===== src/rtl/baud_tick_gen_if.sv =====
// baud_tick_gen_if: control and tick bundle between a UART block (master)
// and its baud-rate tick generator (slave).
interface baud_tick_gen_if #(
    parameter int DIV_W  = 16,
    parameter int FRAC_W = 4
);
    logic              en;
    logic [DIV_W-1:0]  div_int;
    logic [FRAC_W-1:0] div_frac;
    logic              div_load;
    logic              resync;
    logic              os_tick;
    logic              mid_tick;
    logic              bit_tick;
    logic              div_pending;

    modport master (
        output en, div_int, div_frac, div_load, resync,
        input  os_tick, mid_tick, bit_tick, div_pending
    );

    modport slave (
        input  en, div_int, div_frac, div_load, resync,
        output os_tick, mid_tick, bit_tick, div_pending
    );
endinterface


===== src/rtl/baud_tick_gen.sv =====
// baud_tick_gen: programmable baud tick generator. Emits single-cycle
// clock-enable pulses for the oversample tick, the mid-bit sample point and
// the bit boundary. The divisor is double-buffered: a load lands in a shadow
// register and becomes active at the next bit boundary, on resync, or on the
// next cycle while counting is disabled.
// Optional feature macro: BAUD_FRAC_EN builds the fractional accumulator so
// that div_frac stretches periods by one clock on each accumulator carry.
module baud_tick_gen #(
    parameter int DIV_W      = 16,
    parameter int FRAC_W     = 4,
    parameter int OVERSAMPLE = 16,
    parameter int DIV_RESET  = 8
) (
    input  logic            clk,
    input  logic            rst,
    baud_tick_gen_if.slave  bus
);
    localparam int            OS_W    = (OVERSAMPLE > 2) ? $clog2(OVERSAMPLE) : 1;
    localparam logic [OS_W-1:0] OS_LAST = OS_W'(OVERSAMPLE - 1);
    localparam logic [OS_W-1:0] OS_MID  = OS_W'(OVERSAMPLE / 2 - 1);

    logic [DIV_W-1:0] clk_cnt;
    logic [OS_W-1:0]  os_cnt;
    logic [DIV_W-1:0] div_int_act;
    logic [DIV_W-1:0] div_int_sh;
    logic             pending;
    logic             os_tick_r;
    logic             mid_tick_r;
    logic             bit_tick_r;

    logic [DIV_W-1:0] div_eff;
    logic [DIV_W:0]   period_last;
    logic             carry;
    logic             terminal;
    logic             boundary;
    logic             apply;

`ifdef BAUD_FRAC_EN
    logic [FRAC_W-1:0] frac_acc;
    logic [FRAC_W-1:0] div_frac_act;
    logic [FRAC_W-1:0] div_frac_sh;
    logic [FRAC_W:0]   frac_sum;

    assign frac_sum = {1'b0, frac_acc} + {1'b0, div_frac_act};
    assign carry    = frac_sum[FRAC_W];
`else
    // div_frac has no effect in the integer-only build.
    logic frac_unused;
    assign frac_unused = ^bus.div_frac;
    assign carry       = 1'b0;
`endif

    // A zero divisor behaves as one so the generator never stalls.
    assign div_eff     = (div_int_act == '0) ? DIV_W'(1) : div_int_act;
    assign period_last = {1'b0, div_eff} + {{DIV_W{1'b0}}, carry} - (DIV_W+1)'(1);

    // ">=" keeps the counter from running away if a disabled-state divisor
    // swap shrinks the period below the count already reached.
    assign terminal = bus.en && !bus.resync && ({1'b0, clk_cnt} >= period_last);
    assign boundary = terminal && (os_cnt == OS_LAST);
    assign apply    = pending && (bus.resync || boundary || !bus.en);

    // Period and oversample counters; resync restarts the bit phase.
    always_ff @(posedge clk or negedge rst) begin
        if (!rst) begin
            clk_cnt <= '0;
            os_cnt  <= '0;
`ifdef BAUD_FRAC_EN
            frac_acc <= '0;
`endif
        end else if (bus.resync) begin
            clk_cnt <= '0;
            os_cnt  <= '0;
`ifdef BAUD_FRAC_EN
            frac_acc <= '0;
`endif
        end else if (terminal) begin
            clk_cnt <= '0;
            os_cnt  <= (os_cnt == OS_LAST) ? '0 : os_cnt + OS_W'(1);
`ifdef BAUD_FRAC_EN
            frac_acc <= frac_sum[FRAC_W-1:0];
`endif
        end else if (bus.en) begin
            clk_cnt <= clk_cnt + DIV_W'(1);
        end
    end

    // Registered tick pulses, one cycle after the terminal count.
    always_ff @(posedge clk or negedge rst) begin
        if (!rst) begin
            os_tick_r  <= 1'b0;
            mid_tick_r <= 1'b0;
            bit_tick_r <= 1'b0;
        end else begin
            os_tick_r  <= terminal;
            mid_tick_r <= terminal && (os_cnt == OS_MID);
            bit_tick_r <= boundary;
        end
    end

    // Shadow/active divisor handoff; a load always wins over the clear of
    // pending, so a load coincident with an apply waits for the next one.
    always_ff @(posedge clk or negedge rst) begin
        if (!rst) begin
            div_int_act <= DIV_W'(DIV_RESET);
            div_int_sh  <= DIV_W'(DIV_RESET);
`ifdef BAUD_FRAC_EN
            div_frac_act <= '0;
            div_frac_sh  <= '0;
`endif
            pending <= 1'b0;
        end else begin
            if (apply) begin
                div_int_act <= div_int_sh;
`ifdef BAUD_FRAC_EN
                div_frac_act <= div_frac_sh;
`endif
            end
            if (bus.div_load) begin
                div_int_sh <= bus.div_int;
`ifdef BAUD_FRAC_EN
                div_frac_sh <= bus.div_frac;
`endif
                pending <= 1'b1;
            end else if (apply) begin
                pending <= 1'b0;
            end
        end
    end

    assign bus.os_tick     = os_tick_r;
    assign bus.mid_tick    = mid_tick_r;
    assign bus.bit_tick    = bit_tick_r;
    assign bus.div_pending = pending;
endmodule


===== src/flat_wrapper.sv =====
// flat-port wrapper written by rule: the top's interface ports become plain ports
module baud_tick_gen_flat 
#(
    parameter int DIV_W      = 16,
    parameter int FRAC_W     = 4,
    parameter int OVERSAMPLE = 16,
    parameter int DIV_RESET  = 8
)
  (clk, rst, bus_en, bus_div_int, bus_div_frac, bus_div_load, bus_resync, bus_os_tick, bus_mid_tick, bus_bit_tick, bus_div_pending);
  baud_tick_gen_if #(.DIV_W(DIV_W), .FRAC_W(FRAC_W)) bus_i ();
  input  logic clk;
  input  logic rst;
  input wire logic [$bits(bus_i.en)-1:0] bus_en;
  input wire logic [$bits(bus_i.div_int)-1:0] bus_div_int;
  input wire logic [$bits(bus_i.div_frac)-1:0] bus_div_frac;
  input wire logic [$bits(bus_i.div_load)-1:0] bus_div_load;
  input wire logic [$bits(bus_i.resync)-1:0] bus_resync;
  output wire logic [$bits(bus_i.os_tick)-1:0] bus_os_tick;
  output wire logic [$bits(bus_i.mid_tick)-1:0] bus_mid_tick;
  output wire logic [$bits(bus_i.bit_tick)-1:0] bus_bit_tick;
  output wire logic [$bits(bus_i.div_pending)-1:0] bus_div_pending;
  assign bus_i.en = bus_en;
  assign bus_i.div_int = bus_div_int;
  assign bus_i.div_frac = bus_div_frac;
  assign bus_i.div_load = bus_div_load;
  assign bus_i.resync = bus_resync;
  assign bus_os_tick = bus_i.os_tick;
  assign bus_mid_tick = bus_i.mid_tick;
  assign bus_bit_tick = bus_i.bit_tick;
  assign bus_div_pending = bus_i.div_pending;
  baud_tick_gen #(.DIV_W(DIV_W), .FRAC_W(FRAC_W), .OVERSAMPLE(OVERSAMPLE), .DIV_RESET(DIV_RESET)) u_core (.clk(clk), .rst(rst), .bus(bus_i));
endmodule

===== config.mk =====
export PLATFORM = sky130hd
export DESIGN_NAME = baud_tick_gen_flat
export DESIGN_NICKNAME = d
export VERILOG_FILES = /design/src/rtl/baud_tick_gen_if.sv /design/src/rtl/baud_tick_gen.sv /design/src/flat_wrapper.sv
export SDC_FILE = /design/constraint.sdc
export NUM_CORES = 1
export LEC_CHECK = 0
export ABC_AREA = 1
export CAP_MARGIN = 20
export CELL_PAD_IN_SITES_DETAIL_PLACEMENT = 0
export CELL_PAD_IN_SITES_GLOBAL_PLACEMENT = 1
export CORE_MARGIN = 4
export CORE_UTILIZATION = 40
export DETAILED_ROUTE_END_ITERATION = 12
export GPL_TIMING_DRIVEN = 0
export PLACE_DENSITY_LB_ADDON = 0.1
export SKIP_LAST_GASP = 1
export SLEW_MARGIN = 20
export SYNTH_ARGS = -nofsm -noshare
export SYNTH_HDL_FRONTEND = slang
export SYNTH_SLANG_ARGS = --single-unit

===== constraint.sdc =====
create_clock -name clk -period 8.86 [get_ports clk]
set_input_delay 2.658 -clock clk [delete_from_list [all_inputs] [get_ports clk]]
set_output_delay 2.658 -clock clk [all_outputs]
set_load 0.01 [all_outputs]

==> Word-level counts from Yosys, hierarchy flattened <==
Index checks and enable logic that the tools add are counted.
{ "word_totals": {"mem_bits_rw": 0, "word_cells": 36, "n_memories": 0, "output_inout_bits": 4, "latchBits": 0, "in_bits": 25, "register_bits": 56, "mem_bits_ro": 0} }
{ "classes": {"eq_ne": 2, "mul": 0, "n_reduce_logical": 13, "order_cmp": 1, "n_addsub": 3, "bitwise": 0, "mux": 9, "n_div": 0, "shifts": 0} }
{ "ops": {"columns": ["cell", "n"], "rows": [
  ["two-way mux 16 bit", 4],
  ["greater-or-equal comparator 16 x 17 -> 1 bit", 1],
  ["subtractor 16 x 1 -> 17 bit (second input constant)", 1],
  ["adder 16 x 1 -> 16 bit (second input constant)", 1],
  ["zero test 16 bit", 1],
  ["two-way mux 4 bit", 3],
  ["logical AND 1 bit", 5],
  ["adder 4 x 1 -> 4 bit (second input constant)", 1],
  ["equality test 4 x 3 -> 1 bit (second input constant)", 1],
  ["equality test 4 bit (second input constant)", 1],
  ["nonzero test 2 bit", 2],
  ["nonzero test 3 bit", 1],
  ["zero test 1 bit", 2],
  ["logical OR 1 bit", 2],
  ["two-way mux 1 bit", 2]
]} }

==> Longest topological paths before layout <==
Gate-level depths: netlist of run 1.
{ "logic_depth": {"depth_word": 11, "mapped_depth": 26, "ltp_nobuf": 25} }

==> Worst setup path after synthesis of run 1 <==
Ideal clock, no wire load.
{ "synth_timing": {"path_type": "input-to-reg", "from": "in bus_en", "to": "reg u_core.clk_cnt[8]", "path_stages": 10, "arrival_ns": 3.641, "path_slack_ns": 5.096, "n_path_buf": 0, "cell_sequence": "nor2_2 nor2_1 inv_2 nor2_1 nand2_1 nor2_2 and3_1 nand2_1 xor2_1 nor2_1"} }
{ "synth_between": {"elab_chain_cells": 4, "elab_cells_between_ends": 5, "classes_between": "mux (2); reduce/logical (3)"} }
{ "synth_rtl": {"columns": ["element", "line", "rtl"], "rows": [
  ["from (decl)", "flat_wrapper.sv:13", "input wire logic [$bits(bus_i.en)-1:0] bus_en;"],
  ["logical AND 1 bit (2 in a row)", "baud_tick_gen.sv:59", "assign terminal = bus.en && !bus.resync && ({1'b0, clk_cnt} >= period_last);"],
  ["two-way mux 16 bit", "baud_tick_gen.sv:77", "end else if (terminal) begin"],
  ["two-way mux 16 bit", "baud_tick_gen.sv:71", "end else if (bus.resync) begin"],
  ["to (signal assigned)", "baud_tick_gen.sv:84", "clk_cnt <= clk_cnt + DIV_W'(1);"],
  ["to (decl)", "baud_tick_gen.sv:22", "logic [DIV_W-1:0] clk_cnt;"]
]} }
Parallel ways exist; a longest one is shown, timed or not.
A chain may end at the register's enable or synchronous reset.

==> Worst setup path in the final report of run 1 <==
{ "layout_timing": {"from": "in bus_resync", "to": "reg u_core.clk_cnt[8]"} }
{ "layout_between": {"elab_chain_cells": 5, "elab_cells_between_ends": 6, "classes_between": "mux (2); reduce/logical (4)"} }
{ "layout_rtl": {"columns": ["element", "line", "rtl"], "rows": [
  ["from (decl)", "flat_wrapper.sv:17", "input wire logic [$bits(bus_i.resync)-1:0] bus_resync;"],
  ["zero test 1 bit", "baud_tick_gen.sv:59", null],
  ["logical AND 1 bit (2 in a row)", "baud_tick_gen.sv:59", null],
  ["two-way mux 16 bit", "baud_tick_gen.sv:77", null],
  ["two-way mux 16 bit", "baud_tick_gen.sv:71", null]
]} }
Parallel ways exist; a longest one is shown, timed or not.

==> results.yml, run 1 <==
timing:
  finalClockSkew_ns: 0.00874
  final-setup-viol-count: 0
  maxSlewHeadroom_pct: 64.0
  hold_viol_final: 0
  tightest_slew_ns: 0.538
  final.setup.tns_ns: 0
  slew_viol_final: 0
  rsz0062_at_grt: "false"
  hold_slack_ns: 0.500
  fmax_ghz: 0.232
  fin_crit_ns: 4.32
  period_share_pct: 48.7
layout:
  multi_input_area_um2: 1590
  area_delta_synth_final_pct: 14.7
  fill_cells: 774
  regArea_um2: 1400
  diodes: 0
  layoutNonFillerInstCount: 499
  drive_above_1_share_pct: 12.6
  num-nets-final: 440
  most-common-layout-cells: "nand2_1, dfrtp_1, nor2_1"
  final_common_cell: "nand2_1"
pwr:
  swShare_pct: 31.9
  p_per_area_nw_per_um2: 159
  power_frac_seq_pct: 52.5
  p_total_w: 0.000579
  pwr-share-clk_pct: 24.8
  p_sw_w: 0.000185
  comb_power_share_pct: 22.8
  ir_drop_uv: 85.2
  p_int_w: 0.000394
  leakagePower_nw: 1.72
clock_tree:
  postCtsSetupBuffers: 0
  numCtsBuffers: 5
  cts_tree: "done"
  cts_hold_buffers: 0
  cts_buffer_depth: 2
  cts_sinks: 56
  clk_latency_ns: 0.31
  root_buffer: "clkbuf_8"
  htree_levels: 2
  clkTransAtPathRegs_ns: 0.10
  cts-resized-gates: 0
global_routing:
  grt_max_degree: 33
  grt_use_total_pct: 14.6
  grt_pass1_wl_um: 11300
  grt_pass1_vias: 2375
  grt_overflow_total: 0
  antenna_found_initial: 0
route:
  firstDrtPassIters: 4
  wl_per_cell_um: 12.7
  drc: 0
  drtIter0Drc: 86
  antenna_left: 0
  vias_per_cell: 4.75
  vias: 2372
  routed_wl_um: 6330
synth:
  yosys_warnings: 0
  ys_ff_latch: 56
  synth_top_cell_area_share_pct: 42.7
  synthTopCellsByArea: "dfrtp_1, nand2_1, ha_1"
  syn-num-nets: 409
  synth_cell_types: 36
  synth_area_leader_cell: "dfrtp_1"
  yosysSeqAreaShare_pct: 44.3
  netlist_area_um2: 3170
  syn_area_per_cell_um2: 8.68
  netlist_instances: 365
critical_path:
  crit_buf_inv: 2
  cpMaxStageDelayCell: "clkdlybuf4s50_1"
  critPathRequiredTime_ns: 9.05
  cp_max_fo: 9
  crit_family: "simple AND/OR/NAND/NOR gates"
  path_cells: "clkdlybuf4s50_1 > nor2_2 > nor2_1 > inv_2 > nor2_1 > nand2_1 > nor2_2 > and3_1 > nand2_1 > xor2_1 > nor2_1"
  cpPeakStageDelay_ns: 0.57
  worstSetupPathType: "input port to register"
  end_kind: "register"
  startpoint_type: "input port"
  crit_arrival_ns: 4.51
  critPathMostFrequentCell: "nor2_1"
die:
  row_count: 32
  io_pins: 29
  coreArea_um2: 7730
  fp.dieArea_um2: 9400
  die_w_um: 97.0
  die_h_um: 97.0
  initial_core_util_pct: 41.0
job:
  max-cap-violations: 0
placement:
  dp.cells: 491
  place_hpwl_um: 4950
  place.port_buffers: 23
  gp_congestion: 0.824
worst_hold_path:
  worstHoldPathType: "register to register"
run_status:
  status: "complete, no violations"
worst reg2reg max path: stages (launching register included):
cell and delay [ns]:
dfstp_2 0.58, nor2_1 0.09, nand2_1 0.07, nor2_1 0.04, a21oi_1 0.31, ha_1 0.30, nand2_2 0.11, nor2_4 0.16
nand2_1 0.10, nor3_1 0.24, nand2_1 0.10, xor2_1 0.15, ha_1 0.29, nand2_1 0.08, inv_1 0.06, nand2_1 0.05
nor2_1 0.09, nand2_1 0.07, nand3_1 0.06, nand2_1 0.06, nand3_2 0.10, nand2_2 0.10, nand2_2 0.15, buf_2 0.27
nand2_1 0.09, nand2_1 0.07
logic make-up after synthesis:
family / synth area share, %
AOI/OAI and AO/OA: 3.48
xor gates and xnor gates: 5.81
adders and majority gates: 7.51
buffers and inverters: 5.37
DFF: 44.3
muxes: 5.69
and+or+nand+nor: 27.8
worst paths after layout:
check,startpoint,to,slack (ns),cells past startpoint
max in group asynchronous,rst,u_core.div_int_act[9],6.14,2
min in group asynchronous,rst,u_core.div_int_act[2],2.25,1
worst max register to register,u_core.div_int_act[3],u_core.os_cnt[0],5.02,25
worst max-delay path,bus_resync,u_core.clk_cnt[8],4.54,11
worst min-delay path,u_core.div_int_act[3],u_core.div_int_act[3],0.50,2
worst min register to register,u_core.div_int_act[3],u_core.div_int_act[3],0.50,2
stage by stage:
step                      util [%]  worst slack (ns)  instance area, µm²
after floorplan                  -              5.10                3170
after global placement        45.6              3.26                3520
after detailed placement      45.8              4.23                3540
after CTS                     47.0              4.56                3630
after global routing          47.0              4.39                3630
final                         47.0              4.54                3630
Yosys cell counts (all sizes together):
cell / count
inv: 32
o22ai: 1
nand3: 29
nand4: 8
nor2: 49
and3: 1
dfrtp: 54
a21o: 1
o21ai: 8
or2: 1
buf: 5
and2: 1
ha: 19
mux2: 16
nor3: 8
clkbuf: 2
o21bai: 1
xnor2: 7
dfstp: 2
nor3b: 2
xor2: 14
nand2: 95
a21oi: 9
per-layer routing:
metal	vias to the layer above	GRT usage, %	part of all wire, %
li1	1245	-	-
met1	1096	20.3	51
met2	25	23.4	45
met3	6	2.96	2.3
met4	0	3.89	1.3
met5	-	0	0
final cells by class:
class | count | area share, %
Clock inverter | 3 | 0.586
Sequential cell | 56 | 38.6
Timing Repair Buffer | 24 | 6.82
Inverter | 32 | 3.31
Multi-Input combinational cell | 270 | 43.9
Buffer | 7 | 1.38
Tap cell | 102 | 3.51
Clock buffer | 5 | 1.89
power by group through the flow:
stage	Combinational, W	Sequential, W	Clock (W)
4_1_cts	0.000135	0.000304	0.000152
3_5_place_dp	0.000135	0.000309	0
5_1_grt	0.000157	0.000309	0.000164
2_1_floorplan	0.0000966	0.000302	0
6_report	0.000132	0.000304	0.000143
3_3_place_gp	0.000132	0.000310	0
registers in the layout, summed over array words and instances, names as in the netlist:
signal                  count
u_core.bus.bit_tick         1
u_core.bus.div_pending      1
u_core.bus.mid_tick         1
u_core.bus.os_tick          1
u_core.clk_cnt             16
u_core.div_int_act         16
u_core.div_int_sh          16
u_core.os_cnt               4
Power figures use the tool's default switching activity.
==> run 2, diff against run 1 <==
Clock period 8.86 ns to 4.4 ns, I/O delays scaled along.
==> results of run 2 <==
The final DEF is identical to that of run 1. Status: complete, no violations.
Among the figures that moved: setup slack after placement 4.23 ns -> 0.564 ns; setup slack after layout 4.54 ns -> 0.558 ns; start point of the critical path bus_resync -> u_core.div_int_act[3]; end point of the critical path u_core.clk_cnt[8] -> u_core.os_cnt[0]; register-to-register setup slack 5.02 ns -> 0.56 ns; total power 0.000579 W -> 0.00117 W; worst IR drop on VDD 85.2 µV -> 172 µV
==> run 3, diff against run 2 <==
Settings changed: CORE_MARGIN 4 to 3, SETUP_SLACK_MARGIN from default to 0.15, TNS_END_PERCENT from default to 50.
==> results.yml, run 3 (synthesis gave the netlist of run 1 again) <==
critical_path:
  cp_max_fo: 10
  critPathMostFrequentCell: "nand2_1"
  reg2reg_depth: 22
  r2r_slack_ns: 0.61
  worstSetupEndpoint: "u_core.os_cnt[3]"
  critPathRequiredTime_ns: 4.64
  rr_startpoint: "u_core.div_int_act[3]"
  worstSetupPathType: "register to register"
  crit_arrival_ns: 4.03
  r2r-end: "u_core.os_cnt[3]"
  cpPeakStageDelay_ns: 0.58
  cpMaxStageDelayCell: "dfstp_2"
  critPathLaunch: "u_core.div_int_act[3]"
  path_cells: "nor2_1 > nand2_1 > nor2_1 > a21oi_2 > ha_1 > nand2_2 > nor2_4 > nand2_1 > nor3_1 > nand2_1 > xor2_1 > ha_1 > a21oi_1 > or2_2 > nand3_1 > nand2_1 > nand3_2 > nand2_2 > nand2_2 > buf_2 > nand2_1 > nand2_1"
  end_kind: "register"
  startpoint_type: "register"
placement:
  place.port_buffers: 23
  dp_slack_ns: 0.519
  dpl_cell_area_um2: 3540
  place_hpwl_um: 4950
  gp_congestion: 0.781
global_routing:
  grt_pass1_wl_um: 11100
  grt_use_total_pct: 15.6
  grt_max_degree: 32
  grt_pass1_vias: 2324
  antenna_found_initial: 0
  grt_overflow_total: 0
pwr:
  p_per_area_nw_per_um2: 322
  ir_drop_uv: 138
  leakagePower_nw: 1.73
job:
  max-cap-violations: 0
worst_hold_path:
  worstHoldPathType: "register to register"
die:
  die_h_um: 95.0
  fp.dieArea_um2: 9020
  io_pins: 29
  coreArea_um2: 7450
  die_w_um: 95.0
  initial_core_util_pct: 42.5
  row_count: 31
timing:
  rsz0062_at_grt: "false"
  final-setup-viol-count: 0
  layout_setup_ws_ns: 0.613
  period_share_pct: 86.1
  maxSlewHeadroom_pct: 65.3
  slew_viol_final: 0
  finalClockSkew_ns: 0.00865
  final.setup.tns_ns: 0
  hold_viol_final: 0
  fin_crit_ns: 3.79
  tightest_slew_ns: 0.519
  fmax_ghz: 0.264
layout:
  final_cell_area_um2: 3630
  final_common_cell: "nand2_1"
  area_delta_synth_final_pct: 14.7
  top_regs: "u_core.clk_cnt (16), u_core.div_int_act (16), u_core.div_int_sh (16)"
  num-nets-final: 440
  most-common-layout-cells: "nand2_1, dfrtp_1, nor2_1"
  drive_above_1_share_pct: 12.6
  diodes: 0
route:
  antenna_left: 0
  drtIter0Drc: 74
  vias: 2365
  drc: 0
  routed_wl_um: 6300
  vias_per_cell: 4.78
  firstDrtPassIters: 4
  wl_per_cell_um: 12.7
clock_tree:
  htree_levels: 2
  cts_tree: "done"
  clkTransAtPathRegs_ns: 0.10
  clk_latency_ns: 0.30
  numCtsBuffers: 5
  cts_sinks: 56
  root_buffer: "clkbuf_8"
  cts_buffer_depth: 2
  cts_hold_buffers: 0
run_status:
  status: "complete, no violations"
==> run 3: per-stage QoR <==
stage,power (W),hold slack [ns],cells,util [%]
final,0.00117,0.508,495,48.8
after global routing,0.00126,0.516,495,48.8
after CTS,0.00119,0.511,495,48.7
after detailed placement,0.000894,0.493,488,47.5
after global placement,0.000887,0.482,487,47.3
after floorplan,0.000803,0.457,365,-
==> run 3: cell type report <==
type / count / area [µm²]
fill: 777 / 3810
multi-input combinational: 270 / 1600
sequential: 56 / 1400
timing repair buffer: 24 / 248
tap: 99 / 124
inverter: 32 / 120
clock buffer: 6 / 82.6
buffer: 7 / 50.0
clock inverter: 1 / 8.76
==> run 3: worst min path at each step <==
stage                                start                      to  slack [ns]  cells after the start
finish               u_core.div_int_act[3]   u_core.div_int_act[3]        0.51                      2
detailed placement   u_core.div_int_sh[10]  u_core.div_int_act[10]        0.49                      2
global placement     u_core.div_int_act[3]   u_core.div_int_act[3]        0.48                      2
global route         u_core.div_int_act[3]   u_core.div_int_act[3]        0.52                      2
floorplan           u_core.div_int_act[15]  u_core.div_int_act[15]        0.46                      2
CTS                  u_core.div_int_act[3]   u_core.div_int_act[3]        0.51                      2
==> run 3: critical path: cells and delay by family (launching register included) <==
kind	cells	cell delay, ns
AOI/OAI and AO/OA	2	0.29
xor gates and xnor gates	1	0.15
adders and majority gates	2	0.57
buffers and inverters	1	0.28
DFF	1	0.58
and+or+nand+nor	16	1.83
==> run 3: timing repair <==
action | CTS | global route
endpoints found under the setup margin | 0 | 19
setup buffers | 0 | 0
resized for setup | 0 | 1
==> run 3: report_power, final <==
group	switching [W]	internal, W
registers	0.0000505	0.000563
logic	0.000148	0.000117
clock network	0.000164	0.000126
==> run 3: per-layer routing <==
metal  up-vias  wire length, µm  track usage, %
li1       1243                -               -
met1      1101             3220            21.8
met2        19             2910            25.6
met3         2              133            2.63
met4         0               37            3.25
met5         -                0               0
